## config.mk

```make
export PLATFORM = sky130hd
export DESIGN_NAME = spi_slave_mem
export DESIGN_NICKNAME = d
export VERILOG_FILES = /design/src/rtl/spi_link_pkg.sv /design/src/rtl/spi_in_sync.sv /design/src/rtl/spi_slave_mem.sv
export SDC_FILE = /design/constraint.sdc
export NUM_CORES = 1
export LEC_CHECK = 0
export BUFFER_PORTS_ARGS = -buffer_cell sky130_fd_sc_hd__buf_2
export CAP_MARGIN = 40
export CORE_UTILIZATION = 30
export DETAILED_ROUTE_END_ITERATION = 10
export PLACE_DENSITY_LB_ADDON = 0.25
export SLEW_MARGIN = 20
export SYNTH_ARGS = -nofsm -noshare
export SYNTH_HDL_FRONTEND = slang
export SYNTH_HIERARCHICAL = 1
export SYNTH_SLANG_ARGS = --single-unit
```

## constraint.sdc

```tcl
create_clock -name clk -period 2.3 [get_ports clk]
set_clock_uncertainty 0.15 [all_clocks]
set_input_delay 0 -clock clk [delete_from_list [all_inputs] [get_ports clk]]
set_output_delay 0 -clock clk [all_outputs]
set_load 0.02 [all_outputs]
```

## src/rtl/spi_link_pkg.sv

```systemverilog
// Shared definitions for the 8-byte SPI memory-frame link.
// Used by both the responder (spi_slave_mem) and the initiator.
package spi_link_pkg;

    localparam int FRAME_BITS = 64;
    localparam int BYTE_W     = 8;
    localparam int ADDR_W     = 3;

    typedef enum logic [1:0] {
        IDLE,
        ACTIVE,
        FULL
    } state_t;

    typedef logic [BYTE_W-1:0] byte_t;

endpackage

```

## src/rtl/spi_in_sync.sv

```systemverilog
// Multi-flop synchroniser with rise/fall detect on the synchronised level.
module spi_in_sync #(
    parameter int   SYNC_STAGES = 2,
    parameter logic RST_VAL     = 1'b0
) (
    input  logic clk,
    input  logic rst,
    input  logic d,
    output logic q,
    output logic rise,
    output logic fall
);

    logic [SYNC_STAGES-1:0] chain;
    logic                   prev;

    always_ff @(posedge clk or negedge rst) begin
        if (!rst) begin
            chain <= {SYNC_STAGES{RST_VAL}};
            prev  <= RST_VAL;
        end else begin
            chain <= {chain[SYNC_STAGES-2:0], d};
            prev  <= chain[SYNC_STAGES-1];
        end
    end

    assign q    = chain[SYNC_STAGES-1];
    assign rise = q & ~prev;
    assign fall = ~q & prev;

endmodule

```

## src/rtl/spi_slave_mem.sv

```systemverilog
// SPI responder with an 8x8 register file, full-duplex read-back on miso.
// Define SPI_SLV_FRAME_ATOMIC_EN to commit whole frames only on frame_done.
module spi_slave_mem
    import spi_link_pkg::*;
#(
    parameter int NBYTES      = 8,
    parameter int SYNC_STAGES = 2
) (
    input  logic              clk,
    input  logic              rst,
    input  logic              sclk,
    input  logic              cs_n,
    input  logic              mosi,
    output logic              miso,
    input  logic [ADDR_W-1:0] rd_addr,
    output logic [BYTE_W-1:0] rd_data,
    output logic              rx_valid,
    output logic [ADDR_W-1:0] rx_addr,
    output logic [BYTE_W-1:0] rx_byte,
    output logic              frame_done,
    output logic              frame_err
);

    localparam int BIT_W = $clog2(BYTE_W);
    localparam logic [ADDR_W-1:0] LAST_BYTE = ADDR_W'(NBYTES - 1);
    localparam logic [BIT_W-1:0]  LAST_BIT  = BIT_W'(BYTE_W - 1);

    logic sclk_fall, cs_fall, cs_rise, mosi_s;
    logic unused_sclk_q, unused_sclk_rise, unused_cs_q;
    logic unused_mosi_rise, unused_mosi_fall;

    spi_in_sync #(.SYNC_STAGES(SYNC_STAGES), .RST_VAL(1'b0)) u_sclk (
        .clk(clk), .rst(rst), .d(sclk),
        .q(unused_sclk_q), .rise(unused_sclk_rise), .fall(sclk_fall)
    );

    spi_in_sync #(.SYNC_STAGES(SYNC_STAGES), .RST_VAL(1'b1)) u_cs (
        .clk(clk), .rst(rst), .d(cs_n),
        .q(unused_cs_q), .rise(cs_rise), .fall(cs_fall)
    );

    spi_in_sync #(.SYNC_STAGES(SYNC_STAGES), .RST_VAL(1'b0)) u_mosi (
        .clk(clk), .rst(rst), .d(mosi),
        .q(mosi_s), .rise(unused_mosi_rise), .fall(unused_mosi_fall)
    );

    state_t               state, state_next;
    logic [BIT_W-1:0]     bit_cnt;
    logic [ADDR_W-1:0]    byte_cnt;
    logic [BYTE_W-2:0]    shreg;
    logic                 overrun;
    byte_t                mem [NBYTES];
    byte_t                new_byte;
    logic                 byte_end;
`ifdef SPI_SLV_FRAME_ATOMIC_EN
    byte_t                shadow [NBYTES];
`endif

    assign new_byte = {mosi_s, shreg};
    assign byte_end = sclk_fall && (bit_cnt == LAST_BIT);

    always_ff @(posedge clk or negedge rst) begin
        if (!rst) state <= IDLE;
        else      state <= state_next;
    end

    always_comb begin
        state_next = state;
        unique case (state)
            IDLE:    if (cs_fall) state_next = ACTIVE;
            ACTIVE: begin
                if (cs_rise)
                    state_next = IDLE;
                else if (byte_end && byte_cnt == LAST_BYTE)
                    state_next = FULL;
            end
            FULL:    if (cs_rise) state_next = IDLE;
            default: state_next = IDLE;
        endcase
    end

    always_ff @(posedge clk or negedge rst) begin
        if (!rst) begin
            bit_cnt    <= '0;
            byte_cnt   <= '0;
            shreg      <= '0;
            overrun    <= 1'b0;
            miso       <= 1'b0;
            rd_data    <= '0;
            rx_valid   <= 1'b0;
            rx_addr    <= '0;
            rx_byte    <= '0;
            frame_done <= 1'b0;
            frame_err  <= 1'b0;
            for (int i = 0; i < NBYTES; i++) begin
                mem[i] <= '0;
`ifdef SPI_SLV_FRAME_ATOMIC_EN
                shadow[i] <= '0;
`endif
            end
        end else begin
            rx_valid   <= 1'b0;
            frame_done <= 1'b0;
            frame_err  <= 1'b0;
            rd_data    <= mem[rd_addr];
            unique case (state)
                IDLE: begin
                    miso <= 1'b0;
                    if (cs_fall) begin
                        bit_cnt  <= '0;
                        byte_cnt <= '0;
                        overrun  <= 1'b0;
                        miso     <= mem[0][0];
                    end
                end
                ACTIVE: begin
                    if (cs_rise) begin
                        frame_err <= 1'b1;
                        miso      <= 1'b0;
                    end else if (sclk_fall) begin
                        bit_cnt <= bit_cnt + 1'b1;
                        if (byte_end) begin
`ifdef SPI_SLV_FRAME_ATOMIC_EN
                            shadow[byte_cnt] <= new_byte;
`else
                            mem[byte_cnt] <= new_byte;
`endif
                            rx_valid <= 1'b1;
                            rx_addr  <= byte_cnt;
                            rx_byte  <= new_byte;
                            byte_cnt <= byte_cnt + 1'b1;
                            // next byte is untouched by this commit: old data
                            if (byte_cnt == LAST_BYTE) miso <= 1'b0;
                            else miso <= mem[byte_cnt + 1'b1][0];
                        end else begin
                            shreg[bit_cnt] <= mosi_s;
                            miso <= mem[byte_cnt][bit_cnt + 1'b1];
                        end
                    end
                end
                FULL: begin
                    miso <= 1'b0;
                    if (cs_rise) begin
                        frame_done <= ~overrun;
                        frame_err  <= overrun;
`ifdef SPI_SLV_FRAME_ATOMIC_EN
                        if (!overrun)
                            for (int i = 0; i < NBYTES; i++)
                                mem[i] <= shadow[i];
`endif
                    end else if (sclk_fall) begin
                        overrun <= 1'b1;
                    end
                end
                default: miso <= 1'b0;
            endcase
        end
    end

endmodule
```

# ---- Word-level counts from Yosys, hierarchy flattened
# Cells that the tools add are included.
dict set report totals {
  ff_bits 111
  input_bits 8
  word_cells 121
}
dict set report op_classes {
  eq_ne 13
  n_reduce_logical 13
  bitwise_logic 12
  addsub 2
  muxes 49
  magnitude_cmp 7
}
# op n
set op_table {}
lappend op_table {{$bmux W8 S3} 3}
lappend op_table {{$bwmux W64} 1}
lappend op_table {{$mux W8} 5}
lappend op_table {{$demux W8 S3} 1}
lappend op_table {{$mux W1} 20}
lappend op_table {{$mux W3} 6}
lappend op_table {{$reduce_and A4 Y1} 4}
lappend op_table {{$ne A2 B2 Y1 const B} 7}
lappend op_table {{$ge A4 B4 Y1 const B} 3}
lappend op_table {{$not A3 Y4} 3}
lappend op_table {{$pmux W3 S2} 2}
lappend op_table {{$lt A3 B4 Y1 const B} 2}
lappend op_table {{$mux W2} 4}
lappend op_table {{$bwmux W7} 1}
lappend op_table {{$add A3 B1 Y3 const B} 2}
lappend op_table {{$eq A3 B3 Y1 const B} 2}
lappend op_table {{$ne A3 B3 Y1 const B} 2}
lappend op_table {{$not A1 Y1} 6}
lappend op_table {{$pmux W1 S2} 3}
lappend op_table {{$pmux W2 S3} 1}
lappend op_table {{$reduce_and A5 Y1} 1}
lappend op_table {{$logic_and A1 B1 Y1} 4}
lappend op_table {{$lt A4 B1 Y1 const B} 1}
lappend op_table {{$reduce_bool A2 Y1} 2}
lappend op_table {{other kinds (8)} 10}

# ---- Logic depth before layout (Yosys ltp)
dict set report logic_depth {
  word_depth 10
  ltp_mapped 10
}

# ---- Cells and area by module
# Netlist, hierarchy kept.
# mod instances area_each_um2 cells_each
set by_module_without_submodules {}
lappend by_module_without_submodules {spi_slave_mem 1 5318.9 398}
lappend by_module_without_submodules {{spi_in_sync at u_mosi ...} 2 90.1 5}
lappend by_module_without_submodules {{spi_in_sync at u_cs} 1 93.8 5}

# ---- Worst setup path after synthesis
# OpenSTA, ideal clock, no wires.
dict set report synth_path {
  path_kind {reg-to-reg}
  startpoint {register byte_cnt[1]}
  endpoint {register miso}
  t_required_ps 2021
  stages_incl_launch_ff 8
  slack_ps 158
  t_arrival_ps 1863
  synth_period_minus_slack_ps 2142
  cell_sequence {dfrtp_1 -> ha_1 -> mux4_1 -> mux2i_1 -> or3_1 -> o211ai_1 -> o31ai_1 -> a2bb2oi_1}
}
dict set report synth_via {
  elab_chain_len 10
  elab_cells_between_ends 17
}
# element line
set synth_rtl {}
lappend synth_rtl {{start: declaration} spi_slave_mem.sv:49} ;# logic [ADDR_W-1:0] byte_cnt;
lappend synth_rtl {{start signal: assignment} spi_slave_mem.sv:131} ;# byte_cnt <= byte_cnt + 1'b1;
lappend synth_rtl {{$add A3 B1 Y3 / $not A3 Y4 (equally long branches)} {spi_slave_mem.sv:134, spi_slave_mem.sv:137}}
lappend synth_rtl {{$not A3 Y4 (implied by the code) / $bmux W8 S3 (equally long branches)} {spi_slave_mem.sv:134, spi_slave_mem.sv:137}}
lappend synth_rtl {{$bmux W8 S3 / $mux W8 (equally long branches)} {spi_slave_mem.sv:134, spi_slave_mem.sv:137}}
lappend synth_rtl {{$mux W1 (implied by the code) / $mux W8 (equally long branches)} {spi_slave_mem.sv:134, spi_slave_mem.sv:137}}
lappend synth_rtl {{$mux W1 (implied by the code) / $bmux W1 S3 (equally long branches)} {spi_slave_mem.sv:134, spi_slave_mem.sv:137}}
lappend synth_rtl {{$mux W1 (on tied branches)} {spi_slave_mem.sv:133, spi_slave_mem.sv:137}}
lappend synth_rtl {{$mux W1 (*)} spi_slave_mem.sv:122} ;# if (byte_end) begin
lappend synth_rtl {{$mux W1 (*)} spi_slave_mem.sv:120} ;# end else if (sclk_fall) begin
lappend synth_rtl {{$mux W1 (*)} spi_slave_mem.sv:117} ;# if (cs_rise) begin
lappend synth_rtl {{$pmux W1 S2 (*)} spi_slave_mem.sv:106} ;# unique case (state)
lappend synth_rtl {{end signal: assignment} spi_slave_mem.sv:113} ;# miso <= mem[0][0];
lappend synth_rtl {{end signal: assignment} spi_slave_mem.sv:134} ;# else miso <= mem[byte_cnt + 1'b1][0];
lappend synth_rtl {{end signal: assignment} spi_slave_mem.sv:137} ;# miso <= mem[byte_cnt][bit_cnt + 1'b1];
lappend synth_rtl {{end: declaration} spi_slave_mem.sv:14} ;# output logic miso,
# Every way passes the cells marked *; elsewhere a longest branch is shown, timed or not. The select of a mux whose other input is x is not followed.
# A chain may end at the register's enable or synchronous reset.

# ---- Worst setup path after layout
# Same ends and word-level chain as after synthesis.

==> flow_summary.json <==
{
  "syn-num-nets": 424,
  "htree_levels": 3,
  "finalSetupViolCount": 0,
  "vias_per_cell": 5.00,
  "cts-buffers-inserted": 9,
  "p_clk_share_pct": 35.4,
  "pwr-share-comb_pct": 14.3,
  "num_antenna_cells": 0,
  "ir_worst_vdd_mv": 0.447,
  "hold_viol": 0,
  "leakagePower_nw": 3.07,
  "gp_congestion": 0.788,
  "dpl.hpwl_mm": 9.42,
  "netSwitchingFraction_pct": 29.3,
  "cp.required_ps": 2390,
  "post-route-util_pct": 36.1,
  "fin_crit_sh_pct": 97.3,
  "r2r-start": "byte_cnt[1]",
  "fin_setup_tns_ps": 0,
  "fmax_mhz": 447,
  "r2r_end": "miso",
  "antenna_found_initial": 0,
  "status": "completed",
  "fillers": 1788,
  "arrival_ps": 2330,
  "io_pins": 31,
  "cap_viol_max_count": 0,
  "startpoint": "byte_cnt[1]",
  "first_iter_violations": 224,
  "core_area_sq_um": 18000,
  "clk_path_buf_depth": 2,
  "crit_path_end": "miso",
  "overflow": 0,
  "final_layout_size_suffix_gt1_share_pct": 46.6,
  "initial_core_util_pct": 30.8,
  "drv_slew": 0,
  "cts_root_buf": "clkbuf_16",
  "first_pass_iters": 4,
  "ant_nets": 0,
  "syn_inst": 409,
  "period_minus_slack_ps": 2240,
  "p_sw_w": 0.00126,
  "port_buffers": 30,
  "yosysWarnings": 6,
  "die_y_um": 138,
  "path_clk_slew_ps": 70,
  "die_x_um": 138,
  "grt_first_pass_wirelength_mm": 21.5,
  "wl_per_cell_um": 19.2,
  "finalWirelength_mm": 13.6,
  "worstSetupPathType": "flip-flop to flip-flop",
  "seqPwrFrac_pct": 50.3,
  "slew_headroom_pct": 56.3,
  "grtUsageTotal_pct": 15.5,
  "die-area_sq_um": 19000,
  "grt_max_degree": 33,
  "nets": 486,
  "area_growth_syn_to_layout_pct": 17.2,
  "cts_tree": "done",
  "cp-start-kind": "flip-flop",
  "row_count": 49,
  "rsz0062_at_grt": "yes",
  "hp-class": "input pin to asynchronous set/reset pin",
  "remaining_drc_errors": 0,
  "reg2regPathDepth": 7,
  "grt_pass1_vias": 3789,
  "insertion_delay_ps": 360,
  "cts.sinks": 111,
  "postSynthAreaPerCell_sq_um": 13.6,
  "crit_fanout": 3,
  "vias": 3524,
  "power.density_nw_per_um2": 661,
  "intPower_w": 0.00304,
  "endpoint_kind": "flip-flop",
  "r2r_slack_ps": 60,
  "synth_area_sq_um": 5550,
  "tightest_slew_ps": 656
}
[power groups by stage]
| stage | Clock (W) | Sequential [W] | Combinational (W) |
|---|---|---|---|
| 2_1_floorplan | 0 | 0.00211 | 0.000454 |
| 3_3_place_gp | 0 | 0.00220 | 0.000585 |
| 3_5_place_dp | 0 | 0.00220 | 0.000595 |
| 4_1_cts | 0.00157 | 0.00216 | 0.000608 |
| 5_1_grt | 0.00165 | 0.00218 | 0.000684 |
| 6_report | 0.00152 | 0.00216 | 0.000616 |
[layout make-up]
class,instances,area (sq um),share of cell area [%]
clock inverters,7,55.1,0.847
clock buffers,9,225,3.46
repair buffers,78,559,8.60
flip-flops and latches,111,2780,42.8
inverters,8,30.0,0.462
multi-input cells,263,2560,39.4
well taps,229,287,4.41
[flip-flops by register name, indices dropped and copies added, names as in the netlist, 2 cells and up]
name / count
mem: 64
rd_data: 8
rx_byte: 8
shreg: 7
bit_cnt: 3
byte_cnt: 3
rx_addr: 3
state: 2
u_cs/chain: 2
u_mosi/chain: 2
u_sclk/chain: 2
[routing by layer]
| metal | track usage (%) | share of wire, % |
|---|---|---|
| met5 | 0 | 0 |
| met4 | 4.47 | 1.4 |
| met3 | 3.18 | 2.8 |
| met2 | 25.6 | 49 |
| met1 | 20.4 | 47 |
[critical path, stage by stage (launching register included)]
cell and delay (ps):
dfrtp_1 430, ha_4 300, mux4_2 480, mux2i_1 140
or3_4 160, o211ai_1 90, o31ai_1 270, a2bb2oi_1 90
[worst min-delay path by stage]
stage               slack (ps)           to  cells past startpoint  from
floorplan                 -450   bit_cnt[0]                      0   rst
global placement          -200   rx_addr[0]                      1   rst
detailed placement        -200     rx_valid                      1   rst
CTS                         70      mem[54]                      3   rst
global route                90  byte_cnt[1]                      3   rst
finish                      60      mem[54]                      3   rst
[metrics by stage]
stage               total power, W  cells  hold WS [ps]  cell area [sq um]  setup slack (ps)
floorplan                  0.00257    409          -446               5550               158
global placement           0.00278    681          -201               6120              66.5
detailed placement         0.00279    681          -203               6120             -32.1
CTS                        0.00434    703          68.5               6480              2.56
global route               0.00451    705          89.9               6500             -54.1
finish                     0.00430    705          56.1               6500              61.0
[placed cells by master (no fill, tap or decap), types with 4 or more instances in the layout]
| cell type | instances |
|---|---|
| dfrtp_1 | 108 |
| nand2_2 | 4 |
| a21oi_1 | 8 |
| mux4_2 | 26 |
| inv_1 | 7 |
| dlygate4sd3_1 | 5 |
| mux2_2 | 84 |
| buf_2 | 30 |
| mux2i_1 | 13 |
| nor2_1 | 10 |
| nand3_1 | 4 |
| nor2b_1 | 6 |
| clkbuf_16 | 9 |
| ha_1 | 6 |
| o21ai_0 | 8 |
| buf_4 | 38 |
| nand2_1 | 42 |
[what timing repair did]
item                       CTS  global route
hold endpoints to repair   116             0
buffers inserted             0             2
pin swaps                    1             4
gates resized for setup      3             6
hold buffers                 6             0
setup endpoints to repair    1            14
Power figures use the tool's default switching activity.
